<file path="src/rtl/aquila_dbus_router.sv">
// Aquila data-bus router: base/mask segment decode, one outstanding request, registered response.
// Optional target timeout is enabled by defining AQUILA_DBUS_TIMEOUT_EN.
module aquila_dbus_router #(
  parameter int                            XLEN           = 32,
  parameter int                            N_PORTS        = 4,
  parameter int                            SEG_BITS       = 4,
  parameter logic [N_PORTS*SEG_BITS-1:0]   BASE_MAP       = {4'hF, 4'hC, 4'h8, 4'h0},
  parameter logic [N_PORTS*SEG_BITS-1:0]   MASK_MAP       = {4'hF, 4'hF, 4'hC, 4'hF},
  parameter int                            TIMEOUT_CYCLES = 1024,
  parameter logic [XLEN-1:0]               ERR_DATA       = 32'hDEAD_BEEF
) (
  input  logic                      clk_i,
  input  logic                      rst_ni,
  input  logic                      c_strobe_i,
  input  logic [XLEN-1:0]           c_addr_i,
  input  logic                      c_rw_i,
  input  logic [XLEN/8-1:0]         c_be_i,
  input  logic [XLEN-1:0]           c_data_i,
  output logic [XLEN-1:0]           c_data_o,
  output logic                      c_ready_o,
  output logic                      c_err_o,
  output logic [N_PORTS-1:0]        s_strobe_o,
  output logic [XLEN-1:0]           s_addr_o,
  output logic                      s_rw_o,
  output logic [XLEN/8-1:0]         s_be_o,
  output logic [XLEN-1:0]           s_data_o,
  input  logic [N_PORTS*XLEN-1:0]   s_data_i,
  input  logic [N_PORTS-1:0]        s_ready_i,
  output logic [XLEN-1:0]           err_addr_o,
  output logic                      proto_err_o
);

  localparam int BE_W  = XLEN / 8;
  localparam int SEL_W = (N_PORTS > 1) ? $clog2(N_PORTS) : 1;

  typedef enum logic [1:0] {
    S_IDLE,
    S_WAIT,
    S_RESP,
    S_ERR
  } state_e;

  state_e              state_q,     state_d;
  logic [SEL_W-1:0]    sel_q,       sel_d;
  logic [N_PORTS-1:0]  s_strobe_q,  s_strobe_d;
  logic [XLEN-1:0]     s_addr_q,    s_addr_d;
  logic                s_rw_q,      s_rw_d;
  logic [BE_W-1:0]     s_be_q,      s_be_d;
  logic [XLEN-1:0]     s_data_q,    s_data_d;
  logic [XLEN-1:0]     c_data_q,    c_data_d;
  logic                c_ready_q,   c_ready_d;
  logic                c_err_q,     c_err_d;
  logic [XLEN-1:0]     err_addr_q,  err_addr_d;
  logic                proto_err_q, proto_err_d;

`ifdef AQUILA_DBUS_TIMEOUT_EN
  localparam int CNT_W = (TIMEOUT_CYCLES > 1) ? $clog2(TIMEOUT_CYCLES) : 1;
  logic [CNT_W-1:0]    cnt_q, cnt_d;
`endif

  logic [SEG_BITS-1:0] seg;
  logic                hit;
  logic [SEL_W-1:0]    hit_idx;
  logic                sel_ready;
  logic [XLEN-1:0]     sel_rdata;

  assign seg = c_addr_i[XLEN-1 -: SEG_BITS];

  // Scan from the top so the lowest matching port is the last assignment and wins.
  // NOTE: every signal written in an always_comb gets a default first; a path that
  // leaves one unassigned would infer a latch.
  always_comb begin
    hit     = 1'b0;
    hit_idx = '0;
    for (int k = N_PORTS - 1; k >= 0; k--) begin
      if ((seg & MASK_MAP[k*SEG_BITS +: SEG_BITS]) == BASE_MAP[k*SEG_BITS +: SEG_BITS]) begin
        hit     = 1'b1;
        hit_idx = SEL_W'(k);
      end
    end
  end

  always_comb begin
    sel_ready = 1'b0;
    sel_rdata = '0;
    for (int k = 0; k < N_PORTS; k++) begin
      if (sel_q == SEL_W'(k)) begin
        sel_ready = s_ready_i[k];
        sel_rdata = s_data_i[k*XLEN +: XLEN];
      end
    end
  end

  always_comb begin
    state_d     = state_q;
    sel_d       = sel_q;
    s_strobe_d  = '0;
    s_addr_d    = s_addr_q;
    s_rw_d      = s_rw_q;
    s_be_d      = s_be_q;
    s_data_d    = s_data_q;
    c_data_d    = c_data_q;
    c_ready_d   = 1'b0;
    c_err_d     = 1'b0;
    err_addr_d  = err_addr_q;
    proto_err_d = proto_err_q;
`ifdef AQUILA_DBUS_TIMEOUT_EN
    cnt_d       = cnt_q;
`endif

    unique case (state_q)
      S_IDLE, S_RESP: begin
        state_d = S_IDLE;
        if (c_strobe_i) begin
          if (hit) begin
            state_d    = S_WAIT;
            sel_d      = hit_idx;
            s_strobe_d = N_PORTS'(1) << hit_idx;
            s_addr_d   = c_addr_i;
            s_rw_d     = c_rw_i;
            s_be_d     = c_be_i;
            s_data_d   = c_data_i;
`ifdef AQUILA_DBUS_TIMEOUT_EN
            cnt_d      = '0;
`endif
          end else begin
            state_d    = S_ERR;
            err_addr_d = c_addr_i;
            c_data_d   = ERR_DATA;
            c_ready_d  = 1'b1;
            c_err_d    = 1'b1;
          end
        end
      end

      S_WAIT: begin
        if (c_strobe_i) proto_err_d = 1'b1;
        if (sel_ready) begin
          state_d   = S_RESP;
          c_data_d  = sel_rdata;
          c_ready_d = 1'b1;
        end
`ifdef AQUILA_DBUS_TIMEOUT_EN
        // Ready in the expiry cycle was handled above and takes priority.
        else if (cnt_q == CNT_W'(TIMEOUT_CYCLES - 1)) begin
          state_d    = S_ERR;
          err_addr_d = s_addr_q;
          c_data_d   = ERR_DATA;
          c_ready_d  = 1'b1;
          c_err_d    = 1'b1;
        end else begin
          cnt_d = cnt_q + CNT_W'(1);
        end
`endif
      end

      S_ERR: begin
        if (c_strobe_i) proto_err_d = 1'b1;
        state_d = S_IDLE;
      end

      default: state_d = S_IDLE;
    endcase
  end

  // NOTE: sequential state uses non-blocking assignments only, so every flop samples
  // the pre-edge values regardless of statement order.
  always_ff @(posedge clk_i or negedge rst_ni) begin
    if (!rst_ni) begin
      state_q     <= S_IDLE;
      sel_q       <= '0;
      s_strobe_q  <= '0;
      s_addr_q    <= '0;
      s_rw_q      <= 1'b0;
      s_be_q      <= '0;
      s_data_q    <= '0;
      c_data_q    <= '0;
      c_ready_q   <= 1'b0;
      c_err_q     <= 1'b0;
      err_addr_q  <= '0;
      proto_err_q <= 1'b0;
`ifdef AQUILA_DBUS_TIMEOUT_EN
      cnt_q       <= '0;
`endif
    end else begin
      state_q     <= state_d;
      sel_q       <= sel_d;
      s_strobe_q  <= s_strobe_d;
      s_addr_q    <= s_addr_d;
      s_rw_q      <= s_rw_d;
      s_be_q      <= s_be_d;
      s_data_q    <= s_data_d;
      c_data_q    <= c_data_d;
      c_ready_q   <= c_ready_d;
      c_err_q     <= c_err_d;
      err_addr_q  <= err_addr_d;
      proto_err_q <= proto_err_d;
`ifdef AQUILA_DBUS_TIMEOUT_EN
      cnt_q       <= cnt_d;
`endif
    end
  end

  assign c_data_o    = c_data_q;
  assign c_ready_o   = c_ready_q;
  assign c_err_o     = c_err_q;
  assign s_strobe_o  = s_strobe_q;
  assign s_addr_o    = s_addr_q;
  assign s_rw_o      = s_rw_q;
  assign s_be_o      = s_be_q;
  assign s_data_o    = s_data_q;
  assign err_addr_o  = err_addr_q;
  assign proto_err_o = proto_err_q;

endmodule
</file>
<file path="config.mk">
export PLATFORM = sky130hd
export DESIGN_NAME = aquila_dbus_router
export DESIGN_NICKNAME = d
export VERILOG_FILES = /design/src/rtl/aquila_dbus_router.sv
export SDC_FILE = /design/constraint.sdc
export NUM_CORES = 1
export LEC_CHECK = 0
export CAP_MARGIN = 15
export CORE_UTILIZATION = 35
export CTS_BUF_LIST = sky130_fd_sc_hd__clkbuf_4 sky130_fd_sc_hd__clkbuf_8 sky130_fd_sc_hd__clkbuf_16
export CTS_CLUSTER_SIZE = 30
export DETAILED_ROUTE_END_ITERATION = 7
export DONT_BUFFER_PORTS = 1
export MAX_ROUTING_LAYER = met4
export SYNTH_ARGS = -nofsm -noshare
export SYNTH_HDL_FRONTEND = slang
export SYNTH_SLANG_ARGS = --single-unit
</file>
<file path="constraint.sdc">
create_clock -name clk_i -period 2.25 [get_ports clk_i]
set_input_delay 0.45 -clock clk_i [delete_from_list [all_inputs] [get_ports clk_i]]
set_output_delay 0.45 -clock clk_i [all_outputs]
set_load 0.02 [all_outputs]
</file>
==> reports/qor.yml, run 1 <==
floorplan:
  rows: 48
  die_height_um: 136
  die_w_um: 136
  core_area_um2: 17400
  io_pins: 344
  initial_core_util: 0.361
  dieArea_um2: 18500
clock_tree:
  htreeDepth: 4
  clkTransAtPathRegs_ps: 60
  cts_buffers: 17
  clock-sinks: 144
  cts-root-buf: "clkbuf_16"
  post_cts_resized: 0
  insertion_delay_ps: 410
  clock_path_buffers: 2
  post_cts_buffers: 0
  cts_tree: "built"
setup_path:
  path_cells: "mux2_4 > o2bb2ai_2 > or2_1 > buf_12 > mux2_4"
  crit_type: "reg2reg"
  cp_slowest_cell: "dfrtp_2"
  cp_top_family: "multiplexers"
  cp-start-kind: "flop"
  required_ps: 2540
  crit_buf_inv: 1
  critPathArrivalTime_ps: 2130
  endpoint_kind: "flop"
  cp_common_cell: "mux2_4"
  critical_path.max_stage_delay_ps: 500
  crit_fanout: 33
placement:
  post_dp_cell_area_um2: 6550
  port_buffers: 0
  gp_routability_congestion: 0.878
  hpwl_mm: 11.2
yosys:
  synth.cell_area_um2: 6290
  async_reset_ff_frac: 1.00
  ys_top_cells_by_area: "dfrtp_1, mux2_2, mux4_2, o22a_1, buf_2"
  synth_nets: 613
  seq_area_frac_synth: 0.573
  synth_area_per_cell_um2: 15.4
  syn_inst: 409
  synth-edff-count: 0
  yosys_warnings: 0
  yosysTopAreaCell: "dfrtp_1"
  synth_top_area_share: 0.573
  ys.flop_type: "dfrtp_1"
  synth.distinct_cells: 29
  synth_seq_cells: 144
power_and_ir_drop:
  power_frac_comb: 0.223
  clkPwrFrac: 0.239
  p_sw_frac: 0.391
  peakVddDrop_uv: 623
  powerDensity_nw_per_um2: 1610
  power_switching_mw: 4.50
  seq_power_share: 0.538
  p_int_mw: 7.02
  p_leak_nw: 2.84
detailed_routing:
  vias_per_cell: 5.56
  post_drt_wl_per_cell_um: 23.7
  first_pass_iters: 4
  routed_wirelength_mm: 15.4
  ant_nets: 0
  drt-initial-drc-count: 140
  drc_errors: 0
  vias: 3601
final_layout:
  drive_gt1_frac: 0.449
  finalInstanceArea_um2: 7140
  fin_util: 0.410
  syn_to_final_growth_pct: 13.5
  nNetsFinal: 613
timing:
  setup_viol: 0
  hold_viol: 144
  max_freq_ghz: 0.542
  worst_pin_slew_ps: 791
  fin_crit_ps: 1840
  period_share: 0.819
  holdWs_ps: -261
  finClkSkew_ps: 7.48
  rsz0062_at_grt: "no"
  fin_tns_setup_ps: 0
  finalMaxSlewViolations: 0
  slew_headroom: 0.472
status:
  status: "finished, violations left"
  violations: "negative hold slack"
grt:
  grt_pass1_vias: 3900
  grt_max_degree: 145
  grt_antenna_before_repair: 2
  grtUsageTotal: 0.170
  grt-ovfl-total: 0
  grt_pass1_wl_mm: 22.5
worst_hold_path:
  hold_path_class: "in2async"
run:
  maxCapViolations: 0
## routing by layer
metal / part of all wire / global-route usage / vias up
met1: 0.40 / 0.202 / 1875
met5: 0 / - / -
met4: 0.013 / 0.0630 / 0
met2: 0.49 / 0.256 / 197
met3: 0.094 / 0.0701 / 16
li1: - / - / 1513
## Yosys cell counts (2+ instances only)
cell / count
o21ai_0: 3
nor3_1: 16
mux2_2: 106
nor2_1: 20
nand3b_1: 2
dfrtp_1: 144
nor2b_1: 9
nand2b_1: 3
buf_4: 2
buf_2: 17
buf_6: 3
mux4_2: 32
mux2_4: 5
clkbuf_1: 5
a21oi_1: 16
o22a_1: 10
nand2_1: 4
## sequential cells by signal, indices dropped and copies added (netlist names)
| signal | flops |
|---|---|
| c_data_o | 32 |
| err_addr_o | 32 |
| s_addr_o | 32 |
| s_data_o | 32 |
| s_be_o | 4 |
| s_strobe_o | 4 |
| sel_q | 2 |
| state_q | 2 |
| c_err_o | 1 |
| c_ready_o | 1 |
| proto_err_o | 1 |
| s_rw_o | 1 |
## area by class of cell
cell class	count	area (um2)
clock inverters	9	111
fillers	1635	10300
multi-input cells	237	2550
flip-flops and latches	144	3600
clock buffers	22	469
diodes	2	5.00
well taps	225	282
repair buffers	9	118
## power by group through the flow
stage	Clock, mW	Sequential [mW]	Combinational [mW]
6_report	2.75	6.20	2.57
3_3_place_gp	0	6.24	2.48
2_1_floorplan	0	5.85	2.23
4_1_cts	2.84	6.23	2.61
3_5_place_dp	0	6.25	2.61
5_1_grt	2.95	6.35	2.81
## final timing paths
kind | startpoint | endpoint | slack [ps] | cells after the start
worst max-delay path | sel_q[0] | c_data_o[20] | 410 | 5
worst min-delay path | rst_ni | c_data_o[24] | -260 | 0
worst max register to register | sel_q[0] | c_data_o[20] | 410 | 5
worst min register to register | sel_q[1] | sel_q[1] | 590 | 1
max in group asynchronous | rst_ni | sel_q[1] | 2130 | 0
min in group clk_i | c_addr_i[29] | s_strobe_o[2] | 110 | 1
## cells by family after synthesis
| logic type | Yosys count | share of synthesized area |
|---|---|---|
| multiplexers | 144 | 0.318 |
| flip-flops | 144 | 0.573 |
| AO/OA/AOI/OAI | 34 | 0.0378 |
| AND/OR/NAND/NOR | 59 | 0.0464 |
| buffers and inverters | 28 | 0.0249 |
## through the flow
step                instances  hold WS [ps]  total power, mW  setup WS [ps]
floorplan                 409           154             8.08            310
global placement          615           158             8.72            392
detailed placement        615           157             8.86            340
CTS                       646          -289             11.7            348
global route              648          -296             12.1            211
finish                    648          -261             11.5            406
## cell usage in the layout, fill, tap and decap left out, drive strengths merged, types with 2 or more instances in the layout
cell type  instances
dfrtp            144
mux2             111
mux4              32
clkbuf            22
nor2              20
nor3              16
a21oi             16
o22a              10
nor2b              9
buf                9
clkinv             5
nand2              4
nand2b             3
o21ai              3
diode              2
nand3b             2
clkinvlp           2
bufinv             2
or2                2
No activity file was read; power rests on OpenSTA's default activity.
==> run 2, diff against run 1 <==
clock period = 1.8 ns   (was 2.25 ns; I/O delays follow)
==> run 2 against run 1 <==
Compared with the run above: global-route usage increased by 0.87 points; flip-flop and latch count unchanged; setup slack got worse by 380 ps; register-to-register slack got worse by 380 ps; combinational power increased by 39%; clock skew decreased by 4.3 ps; sequential share of layout area decreased by 2.0 points; the flow still finishes with violations (negative hold slack); count of clock-buffer cells in the layout decreased by 3; core utilization increased by 1.7 points; maximum frequency increased by 4.1%; wire length increased by 4.2%.
==> reports/qor.yml, run 2 (same netlist as run 1, synthesis figures left out) <==
final_layout:
  final_cell_mix: "dfrtp_1, mux2_2, mux4_2"  # unchanged
  nNetsFinal: 629  # was 613
  n_fill_cell: 1584  # was 1635
  seq_area_um2: 3600  # unchanged
  drive_gt1_frac: 0.473  # was 0.449
  fin_util: 0.427  # was 0.410
  multi_input_area_um2: 2580  # was 2550 um2
  finalInstanceArea_um2: 7430  # was 7140 um2
  final_common_cell: "dfrtp_1"  # unchanged
  syn_to_final_growth_pct: 18.2  # was 13.5%
clock_tree:
  cts_hold_buf: 3
  clkTransAtPathRegs_ps: 60  # about the same
  htreeDepth: 4  # unchanged
  cts-root-buf: "clkbuf_16"  # unchanged
  cts_buffers: 17  # unchanged
  cts_tree: "built"  # unchanged
  clock_path_buffers: 2  # unchanged
  clock-sinks: 144  # unchanged
  insertion_delay_ps: 410  # about the same
placement:
  post_dp_cell_area_um2: 6640  # was 6550 um2
  hpwl_mm: 11.9  # was 11.2 mm
  port_buffers: 0  # unchanged
  place_ws_ps: -13.9  # was 340 ps
  gp_routability_congestion: 0.932  # was 0.878
timing:
  worst_pin_slew_ps: 503  # was 791 ps
  fin_ws_ps: 29.7  # was 406 ps
  slew_headroom: 0.664  # was 0.472
  fin_tns_setup_ps: 0  # unchanged
  finalMaxSlewViolations: 0  # unchanged
  fin_crit_ps: 1770  # was 1840 ps
  period_share: 0.984  # was 0.819
  holdWs_ps: -354  # was -261 ps
  max_freq_ghz: 0.565  # was 0.542 GHz
  rsz0062_at_grt: "no"  # unchanged
  hold_viol: 144  # unchanged
  finClkSkew_ps: 3.19  # was 7.48 ps
  setup_viol: 0  # unchanged
detailed_routing:
  drc_errors: 0  # unchanged
  vias: 3670  # was 3601
  vias_per_cell: 5.47  # was 5.56
  drt-initial-drc-count: 128  # was 140
  routed_wirelength_mm: 16.0  # was 15.4 mm
  ant_nets: 0  # unchanged
  first_pass_iters: 4  # unchanged
  post_drt_wl_per_cell_um: 23.9  # was 23.7 um
setup_path:
  cp_common_cell: "mux2_4"  # unchanged
  crit_type: "reg2reg"  # unchanged
  endpoint_kind: "flop"  # unchanged
  cp-start-kind: "flop"  # unchanged
  crit_fanout: 13  # was 33
  cp_slowest_cell: "dfrtp_2"  # unchanged
  required_ps: 2090  # was 2540 ps
  critPathArrivalTime_ps: 2060  # was 2130 ps
  path_cells: "mux2_4 > o2bb2ai_4 > or2_4 > buf_12 > mux2_4"  # was mux2_4 > o2bb2ai_2 > or2_1 > buf_12 > mux2_4
  cp_top_family: "multiplexers"  # unchanged
  crit_buf_inv: 1  # unchanged
  critical_path.max_stage_delay_ps: 450  # was 500 ps
status:
  violations: "negative hold slack"  # unchanged
  status: "finished, violations left"  # unchanged
floorplan:
  die_height_um: 136  # unchanged
  rows: 48  # unchanged
  io_pins: 344  # unchanged
  die_w_um: 136  # unchanged
  initial_core_util: 0.361  # unchanged
  core_area_um2: 17400  # unchanged
  dieArea_um2: 18500  # unchanged
grt:
  grt_max_degree: 145  # unchanged
  grt_pass1_wl_mm: 23.7  # was 22.5 mm
  grt_antenna_before_repair: 6  # was 2
  grt_pass1_vias: 3987  # was 3900
  grt-ovfl-total: 0  # unchanged
  grtUsageTotal: 0.178  # was 0.170
power_and_ir_drop:
  powerDensity_nw_per_um2: 2000  # was 1610 nW/um2
  peakVddDrop_uv: 801  # was 623 uV
  total_power_mw: 14.9  # was 11.5 mW
  p_leak_nw: 2.98  # was 2.84 nW
run:
  maxCapViolations: 0  # unchanged
worst_hold_path:
  hold_path_class: "in2async"  # unchanged
## run 2: cell types whose count changed in the layout (fill, tap and decap cells not counted), sizes merged
cell	previous run	this run
dlygate4sd3	0	3
inv	0	2
diode	2	8
buf	9	20
bufinv	2	3
clkinv	5	6
clkbuf	22	21
## run 2: path summary, 6_finish.rpt
check | startpoint | endpoint | depth (start not counted) | slack (ps)
max | sel_q[0] | c_data_o[20] | 5 | 30
min in group clk_i | c_addr_i[31] | s_strobe_o[0] | 1 | 30
min reg2reg | state_q[0] | proto_err_o | 1 | 590
min | rst_ni | c_data_o[21] | 0 | -350
max in group asynchronous | rst_ni | s_addr_o[21] | 0 | 1970
max reg2reg | sel_q[0] | c_data_o[20] | 5 | 30
## run 2: power breakdown
| group | internal (mW) | switching (mW) | leakage [nW] |
|---|---|---|---|
| combinational | 2.16 | 1.41 | 1.02 |
| sequential | 4.73 | 2.98 | 1.66 |
| clock | 2.26 | 1.35 | 0.300 |
| total | 9.15 | 5.74 | 2.98 |
## run 2: stage by stage
step / hold slack [ps] / std cells
after floorplan: 64.4 / 409
after global placement: 68.2 / 622
after detailed placement: 68.3 / 622
after CTS: -383 / 657
after global routing: -389 / 669
final: -354 / 671
## run 2: final cells by class
class | count | share of cell area
flip-flops and latches | 144 | 0.485
multi-input cells | 237 | 0.347
clock buffers | 19 | 0.0609
repair buffers | 25 | 0.0448
well taps | 225 | 0.0379
clock inverters | 13 | 0.0215
diodes | 8 | 0.00269
## run 2: per-layer routing
metal | wire (um) | GRT usage | share of wire
met5 | 0 | - | 0
met4 | 206 | 0.0605 | 0.013
met3 | 1690 | 0.0843 | 0.11
met2 | 7790 | 0.268 | 0.49
met1 | 6330 | 0.209 | 0.40
## run 2: what timing repair did
action                                  in CTS  in global routing
gates cloned                                 0                  3
gates resized for setup                      0                  5
endpoints found under the hold margin      147                144
buffers inserted                             0                  3
endpoints found under the setup margin       1                111
pin swaps                                    1                  1
